$ cat config.mk
export PLATFORM = sky130hd
export DESIGN_NAME = as512512512_uart_ctrl
export DESIGN_NICKNAME = d
export VERILOG_FILES = /design/src/rtl/as512512512_uart_ctrl.sv
export SDC_FILE = /design/constraint.sdc
export NUM_CORES = 1
export LEC_CHECK = 0
export CAP_MARGIN = 20
export CORE_ASPECT_RATIO = 0.5
export CORE_MARGIN = 3
export CORE_UTILIZATION = 55
export DETAILED_ROUTE_END_ITERATION = 8
export PLACE_DENSITY = 0.8
export SLEW_MARGIN = 0
export SYNTH_ARGS = -nofsm -noshare
export SYNTH_HDL_FRONTEND = slang
export SYNTH_SLANG_ARGS = --single-unit
$ cat constraint.sdc
create_clock -name clk -period 3.3 [get_ports clk]
set_clock_uncertainty 0.1 [all_clocks]
set_input_delay 0.495 -clock clk [delete_from_list [all_inputs] [get_ports clk]]
set_output_delay 0.495 -clock clk [all_outputs]
set_load 0.05 [all_outputs]
$ cat src/rtl/as512512512_uart_ctrl.sv
// rtl/as512512512_uart_ctrl.sv - register-mapped TX/RX sequencer with byte FIFOs for the as512512512 UART core
// Circular byte FIFO; a pop frees a slot for a push in the same cycle.

module as512512512_uart_ctrl_fifo #(
    parameter int DEPTH_LOG2 = 2
) (
    input  logic       clk,
    input  logic       rst,
    input  logic       push,
    input  logic [7:0] push_data,
    input  logic       pop,
    output logic [7:0] head,
    output logic       empty,
    output logic       full
);
    localparam int DEPTH = 1 << DEPTH_LOG2;
    localparam logic [DEPTH_LOG2:0] FULL_CNT = (DEPTH_LOG2 + 1)'(DEPTH);

    logic [7:0]            mem [DEPTH];
    logic [DEPTH_LOG2-1:0] wr_ptr;
    logic [DEPTH_LOG2-1:0] rd_ptr;
    logic [DEPTH_LOG2:0]   count;
    logic                  pop_ok;
    logic                  push_ok;

    assign empty   = (count == '0);
    assign full    = (count == FULL_CNT);
    assign pop_ok  = pop & ~empty;
    assign push_ok = push & (~full | pop_ok);
    assign head    = mem[rd_ptr];

    always_ff @(posedge clk) begin
        if (push_ok) begin
            mem[wr_ptr] <= push_data;
        end
    end

    always_ff @(posedge clk) begin
        if (rst) begin
            wr_ptr <= '0;
            rd_ptr <= '0;
            count  <= '0;
        end else begin
            if (push_ok) begin
                wr_ptr <= wr_ptr + 1'b1;
            end
            if (pop_ok) begin
                rd_ptr <= rd_ptr + 1'b1;
            end
            case ({push_ok, pop_ok})
                2'b10:   count <= count + 1'b1;
                2'b01:   count <= count - 1'b1;
                default: count <= count;
            endcase
        end
    end
endmodule

module as512512512_uart_ctrl #(
    parameter int          DEPTH_LOG2 = 2,
    parameter logic [15:0] DIV_RESET  = 16'd103
) (
    input  logic        clk,
    input  logic        rst,
    input  logic [1:0]  addr,
    input  logic [7:0]  wdata,
    input  logic        we,
    input  logic        re,
    output logic [7:0]  rdata,
    output logic        irq,
    output logic [15:0] divisor,
    output logic [7:0]  uart_din,
    output logic        uart_start,
    output logic        uart_clr_hb,
    input  logic        uart_busy,
    input  logic        uart_has_byte,
    input  logic [7:0]  uart_dout
);
    localparam logic [1:0] A_DATA   = 2'd0;
    localparam logic [1:0] A_STATUS = 2'd1;
    localparam logic [1:0] A_DIV_LO = 2'd2;
    localparam logic [1:0] A_DIV_HI = 2'd3;

    typedef enum logic [1:0] {IDLE, LAUNCH, WAIT_BUSY, WAIT_DONE} tx_state_t;
    typedef enum logic {RX_IDLE, RX_CLR} rx_state_t;

    tx_state_t  tx_state;
    rx_state_t  rx_state;
    logic       overrun;
    logic       rx_ie;
    logic       tx_ie;

    logic       tx_push;
    logic       tx_pop;
    logic [7:0] tx_head;
    logic       tx_empty;
    logic       tx_full;
    logic       rx_push;
    logic       rx_pop;
    logic [7:0] rx_head;
    logic       rx_empty;
    logic       rx_full;
    logic       tx_busy;
    logic [7:0] status;

    assign tx_push = we & (addr == A_DATA);
    assign tx_pop  = (tx_state == IDLE) & ~tx_empty;
    assign rx_push = (rx_state == RX_IDLE) & uart_has_byte;
    assign rx_pop  = re & (addr == A_DATA);
    assign tx_busy = (tx_state != IDLE) | ~tx_empty;
    assign status  = {tx_ie, rx_ie, 1'b0, overrun, tx_busy, tx_full, rx_full, ~rx_empty};
    assign irq     = (~rx_empty & rx_ie) | (tx_empty & tx_ie);

    as512512512_uart_ctrl_fifo #(.DEPTH_LOG2(DEPTH_LOG2)) u_tx_fifo (
        .clk       (clk),
        .rst       (rst),
        .push      (tx_push),
        .push_data (wdata),
        .pop       (tx_pop),
        .head      (tx_head),
        .empty     (tx_empty),
        .full      (tx_full)
    );

    as512512512_uart_ctrl_fifo #(.DEPTH_LOG2(DEPTH_LOG2)) u_rx_fifo (
        .clk       (clk),
        .rst       (rst),
        .push      (rx_push),
        .push_data (uart_dout),
        .pop       (rx_pop),
        .head      (rx_head),
        .empty     (rx_empty),
        .full      (rx_full)
    );

    // Register file and read port
    always_ff @(posedge clk) begin
        if (rst) begin
            rdata   <= '0;
            divisor <= DIV_RESET;
            overrun <= 1'b0;
            rx_ie   <= 1'b0;
            tx_ie   <= 1'b0;
        end else begin
            if (we) begin
                case (addr)
                    A_STATUS: begin
                        rx_ie <= wdata[6];
                        tx_ie <= wdata[7];
                    end
                    A_DIV_LO: divisor[7:0]  <= wdata;
                    A_DIV_HI: divisor[15:8] <= wdata;
                    default:  ;
                endcase
            end
            // A byte lost in the same cycle as a clear still leaves overrun set
            if (rx_push & rx_full & ~rx_pop) begin
                overrun <= 1'b1;
            end else if (we & (addr == A_STATUS) & wdata[0]) begin
                overrun <= 1'b0;
            end
            if (re) begin
                case (addr)
                    A_DATA:   rdata <= rx_empty ? 8'h00 : rx_head;
                    A_STATUS: rdata <= status;
                    A_DIV_LO: rdata <= divisor[7:0];
                    default:  rdata <= divisor[15:8];
                endcase
            end
        end
    end

    always_ff @(posedge clk) begin
        if (rst) begin
            tx_state   <= IDLE;
            uart_din   <= '0;
            uart_start <= 1'b0;
        end else begin
            uart_start <= 1'b0;
            case (tx_state)
                IDLE: begin
                    if (tx_pop) begin
                        uart_din   <= tx_head;
                        uart_start <= 1'b1;
                        tx_state   <= LAUNCH;
                    end
                end
                LAUNCH:    tx_state <= WAIT_BUSY;
                WAIT_BUSY: if (uart_busy) tx_state <= WAIT_DONE;
                WAIT_DONE: if (!uart_busy) tx_state <= IDLE;
                default:   tx_state <= IDLE;
            endcase
        end
    end

    // has_byte stays high until the core sees clr_hb, so wait it out before re-arming
    always_ff @(posedge clk) begin
        if (rst) begin
            rx_state    <= RX_IDLE;
            uart_clr_hb <= 1'b0;
        end else begin
            uart_clr_hb <= 1'b0;
            case (rx_state)
                RX_IDLE: begin
                    if (uart_has_byte) begin
                        uart_clr_hb <= 1'b1;
                        rx_state    <= RX_CLR;
                    end
                end
                RX_CLR:  if (!uart_has_byte) rx_state <= RX_IDLE;
                default: rx_state <= RX_IDLE;
            endcase
        end
    end
endmodule

# After elaboration in Yosys (flattened, before gate mapping)
# Memory sizes are Yosys's and may differ from the RTL's. A register that Yosys moved wholly into a read port is not among the register bits.
# Index checks and enable logic that the tools add are counted.
# totals
regBits	46
mem_bits_rw	64
output_inout_bits	35
elab_cells	99
n_memories	2
# op_classes
add_sub_neg	8
eq_ne	15
n_mux	18
bitwise	25
reduce_logical	15
# memory_table
memory	depth	word_bits	rd	rd_ports_with_merged_regs	write_ports	line	source
u_rx_fifo.mem	4	8	1	1	1	19	logic [7:0] mem [DEPTH];
u_tx_fifo.mem	4	8	1	1	1	19	
# op_table
operator	n
$pmux W8 S3	1
$and A1 B1 Y1	14
$eq A2 B2 Y1 const B	6
$pmux W3 S2	2
$mux W2	5
$add A2 B1 Y2 const B	4
$eq A2 B1 Y1 const B	4
$mux W1	8
$mux W8	1
$pmux W2 S4	1
$reduce_and A2 Y1	4
$reduce_bool A2 Y1	4
$not A1 Y1	7
$add A3 B1 Y3 const B	2
$eq A3 B3 Y1 const B	2
$logic_not A3 Y1	2
$sub A3 B1 Y3 const B	2
$logic_not A2 Y1	2
$ne A2 B2 Y1 const B	2
$or A1 B1 Y1	4
$reduce_or A2 Y1	2
$reduce_and A3 Y1	1
$ne A2 B1 Y1 const B	1

# Longest topological paths before layout
# depth
word_depth	8
ltp_mapped	12

# Modules after synthesis
# A second synthesis with hierarchy kept.
# unflattened
hier_cells	405
area_unflattened_um2	5177.5
# by_module_without_submodules
module	n_inst	cells_each	area_per_inst_um2	seq_area_each_um2
as512512512_uart_ctrl	1	208	1840.5	800.8
as512512512_uart_ctrl_fifo at u_tx_fifo	1	101	1691.6	1141.1
as512512512_uart_ctrl_fifo at u_rx_fifo	1	96	1645.3	1141.1

# Worst setup path before layout
# Ideal clock, no wire load.
# synth_timing
path_type	flip-flop to flip-flop
from	register u_tx_fifo.count[0]
to	register u_tx_fifo.count[2]
arrival_time_ps	2208
required_time_ps	3130
setup_slack_ps	921
stages_incl_launch_ff	10
synth_period_minus_slack_ps	2379
cell_sequence	dfxtp_1 > or3b_1 > o211a_1 > inv_1 > ha_1 > inv_1 > fa_1 > xor2_1 > or3_1 > a21oi_1
# synth_via
elab_chain_len	8
word_cells_on_any_way	14
classes_between	add/sub: 2; eq/ne: 3; mux: 1; bitwise: 6; reduce/logical: 2
# synth_lines
item	line	source
start: declaration	22	logic [DEPTH_LOG2:0] count;
start signal: assignment	51	2'b10: count <= count + 1'b1;
start signal: assignment	52	2'b01: count <= count - 1'b1;
start signal: assignment	53	default: count <= count;
$logic_not A3 Y1	26	assign empty = (count == '0);
$not A1 Y1	28, 107	
$and A1 B1 Y1	107	assign tx_pop = (tx_state == IDLE) & ~tx_empty;
$and A1 B1 Y1	28	assign pop_ok = pop & ~empty;
$or A1 B1 Y1	29	assign push_ok = push & (~full | pop_ok);
$and A1 B1 Y1	29	
$eq A2 B1 Y1 or $eq A2 B2 Y1 (tied branches)	50	case ({push_ok, pop_ok})
$pmux W3 S2 or $reduce_bool A2 Y1 (tied branches)	--	
# Several ways; a longest one is shown, not always the timed one.
# A chain may end at the register's enable or synchronous reset.

# Final worst setup path
# layout_timing
from	register tx_state[0]
to	register u_tx_fifo.count[2]
# layout_via
elab_chain_len	7
word_cells_on_any_way	9
classes_between	eq/ne: 2; mux: 1; bitwise: 4; reduce/logical: 2
# layout_lines
item	line	source
start: declaration	87	tx_state_t tx_state;
start signal: assignment	175	tx_state <= IDLE;
start signal: assignment	185	tx_state <= LAUNCH;
start signal: assignment	188	LAUNCH: tx_state <= WAIT_BUSY;
$logic_not A2 Y1 (*)	107	
$and A1 B1 Y1 (*)	107	
$and A1 B1 Y1 (*)	28	
$or A1 B1 Y1	29	
$and A1 B1 Y1	29	
$eq A2 B1 Y1 or $eq A2 B2 Y1 (tied branches)	50	
$pmux W3 S2 or $reduce_bool A2 Y1 (tied branches)	--	
# Mark *: on every way between the ends. The rest lies on a longest branch, timed or not.

==> metrics.txt <==
port bufs 58; Period Utilization, post-route 0.911; area leader, netlist edfxtp_1; Max Cap Viol 0; fin cells 574; Remaining DRCs 0; vias in the first global route 3284; Layout area overhead 26.5%; setup_tns 0 ns; Syn Area/Cell 12.8 sq um; Mapped Cells 384; synth warn 0; syn nets 424; most common flop cell mapped by yosys edfxtp_1; max incr delay on CP 0.41 ns; Cell Pwr Density 768 nW/um^2; setup repair bufs after CTS 0; Static Leak 2.29 nW; GRT Total Usage 0.225; antenna violation net count after detailed routing 0; wire per inst 18.8 microns; Final HPWL DP 6.93 mm; FF+latch count, synth 120; Chip Height 72.8 microns; synthesized area 4900 sq um; VDD IR max 0.469 mV; Critical Path End Type register; CP max FO 11; Finished Cell Area 6200 sq um; Hold Slack 0.353 ns; cts bufs inserted 17; Antenna Cells 0; drt total wl 10.8 mm; CP arrival 3.23 ns; CTS Hold Bufs 0; Post-synth EDFFs 64; Power Total 4.76 mW; fmax 0.332 GHz; actual slew at the worst max-slew pin 0.616 ns; outcome finished clean; H-tree depth 4; slowest stage cell, crit path fa_1; DRT iter0 DRCs 250; clk buf depth 2; WS Path Type register to register; post_cts resized 0; core box area 8320 sq um; Via density 5.57; most used cell along the critical path inv_1; std cell rows 23; setup slack after layout 0.292 ns; starting density of the core 0.590; Seq/Total Area, Yosys 0.621; drt pass-1 iters 7; delay-heaviest family, CP adder cells; Worst EP required 3.52 ns; CTS sink count 120; first-pass GRT wire length 17.1 mm; Final Max Slew Viols 0; initial antenna violation count 0; Buffers & Inverters on Critical Path 3; Die Width 140 microns; minimum clock period 3.01 ns; RSZ-0062 raised after global routing no; worst-skew pair later-pin latency 0.41 ns; Slew Limit Headroom 0.588; grt ovf 0; Die ar. 10200 sq um; DP Cell Count 542; post-synth top area share 0.392; Setup-failing EPs final 0; HP Class register to register; Startpoint Class register; Fin. Hold Viols 0; share of synthesized registers carrying an async set or reset 0; Root Buffer clkbuf_16; Place WS 0.308 ns; IO Count 59; Area after DPL 5550 sq um; post-synthesis cell type count 48; Layout Utilization 0.746; clk slew on worst S/H paths 0.05 ns; vias 3200; Synth area leaders edfxtp_1 (39%), dfxtp_1 (23%), mux4_2 (7.3%); worst-path cell chain inv_1 -> ha_1 -> nand2b_1 -> inv_1 -> ha_1 -> inv_1 -> fa_1 -> xor2_1 -> or3_1 -> a21oi_1; largest net degree at the start of global routing 28; final RePlAce weighted congestion 0.830; Net count, final 489; CTS tree yes; layout cells sized above 1 0.132
## path summary, 6_finish.rpt
check,from,to,slack (ns),cells past startpoint
max,tx_state[0],u_tx_fifo.count[2],0.29,10
min,uart_din[7],uart_din[7],0.35,2
max reg2reg,tx_state[0],u_tx_fifo.count[2],0.29,10
min reg2reg,uart_din[7],uart_din[7],0.35,2
## layer usage
| layer | GRT usage | vias up | wire, microns |
|---|---|---|---|
| li1 | - | 1498 | - |
| met5 | 0 | - | 0 |
| met2 | 0.390 | 107 | 5530 |
| met3 | 0.0510 | 21 | 563 |
| met4 | 0.106 | 0 | 178 |
| met1 | 0.276 | 1574 | 4530 |
## final cells by class
| type | count | area, sq um |
|---|---|---|
| multi-input cells | 230 | 1690 |
| repair buffers | 63 | 618 |
| flip-flops and latches | 120 | 3040 |
| clock buffers | 23 | 478 |
| fillers | 499 | 2120 |
| inverters | 17 | 63.8 |
| clock inverters | 9 | 170 |
| well taps | 112 | 140 |
## cells in the mapped netlist (2+ instances only)
master / instances
dfxtp_1: 56
mux2i_1: 13
clkbuf_1: 8
or3_1: 2
buf_4: 2
or3b_1: 2
clkbuf_8: 2
edfxtp_1: 64
a21oi_1: 30
ha_1: 14
a211oi_1: 2
nand2b_1: 2
nor2b_1: 4
o21ai_0: 12
nand3b_1: 5
a2111oi_0: 3
nor3_1: 2
and2_1: 4
inv_1: 16
nand2_1: 40
xnor2_1: 4
buf_6: 2
fa_1: 2
and2_2: 4
nor2_1: 46
mux4_2: 16
xor2_1: 6
## state kept, by name, summed over array words and instances (netlist names), named ones only
register,cells
u_rx_fifo.mem,32
u_tx_fifo.mem,32
divisor,16
rdata,8
uart_din,8
u_rx_fifo.count,3
u_tx_fifo.count,3
tx_state,2
u_rx_fifo.rd_ptr,2
u_rx_fifo.wr_ptr,2
u_tx_fifo.rd_ptr,2
u_tx_fifo.wr_ptr,2
overrun,1
rx_ie,1
rx_state,1
tx_ie,1
uart_clr_hb,1
uart_start,1
## kinds of logic (layout without fill, tap and decap cells)
| group | Yosys count | count (layout) | synth area share |
|---|---|---|---|
| buffers and inverters | 34 | 112 | 0.0352 |
| adders and majority gates | 16 | 16 | 0.0439 |
| AOI/OAI and AO/OA | 54 | 54 | 0.0643 |
| xor gates and xnor gates | 10 | 10 | 0.0179 |
| DFF | 120 | 120 | 0.621 |
| and+or+nand+nor | 120 | 120 | 0.116 |
| muxes | 30 | 30 | 0.102 |
## where the power goes
part | internal [mW] | switching, mW
Sequential | 1.70 | 0.0961
Combinational | 0.352 | 0.596
Clock | 1.39 | 0.629
Total | 3.44 | 1.32
## worst register-to-register path: cells and delay by family, from the launching register on
family | cells | cell delay, ns
adder cells (fa/ha/maj) | 3 | 0.98
AND/OR/NAND/NOR | 2 | 0.59
buffers and inverters | 3 | 0.57
XOR/XNOR | 1 | 0.20
flip-flops | 1 | 0.31
AO/OA/AOI/OAI | 1 | 0.17
## layout by cell type, fill, tap and decap left out, types with 5 or more instances in the layout
cell,synthesis,layout
clkbuf_16,0,17
xor2_1,6,6
bufinv_16,0,5
inv_1,16,16
nand2_1,40,40
dfxtp_1,56,56
mux2i_1,13,13
buf_4,2,5
ha_1,14,14
o21ai_0,12,12
nand3b_1,5,5
a21oi_1,30,30
nor2_1,46,46
mux4_2,16,16
edfxtp_1,64,64
clkdlybuf4s50_1,0,58
No activity file was read; power rests on OpenSTA's default activity.
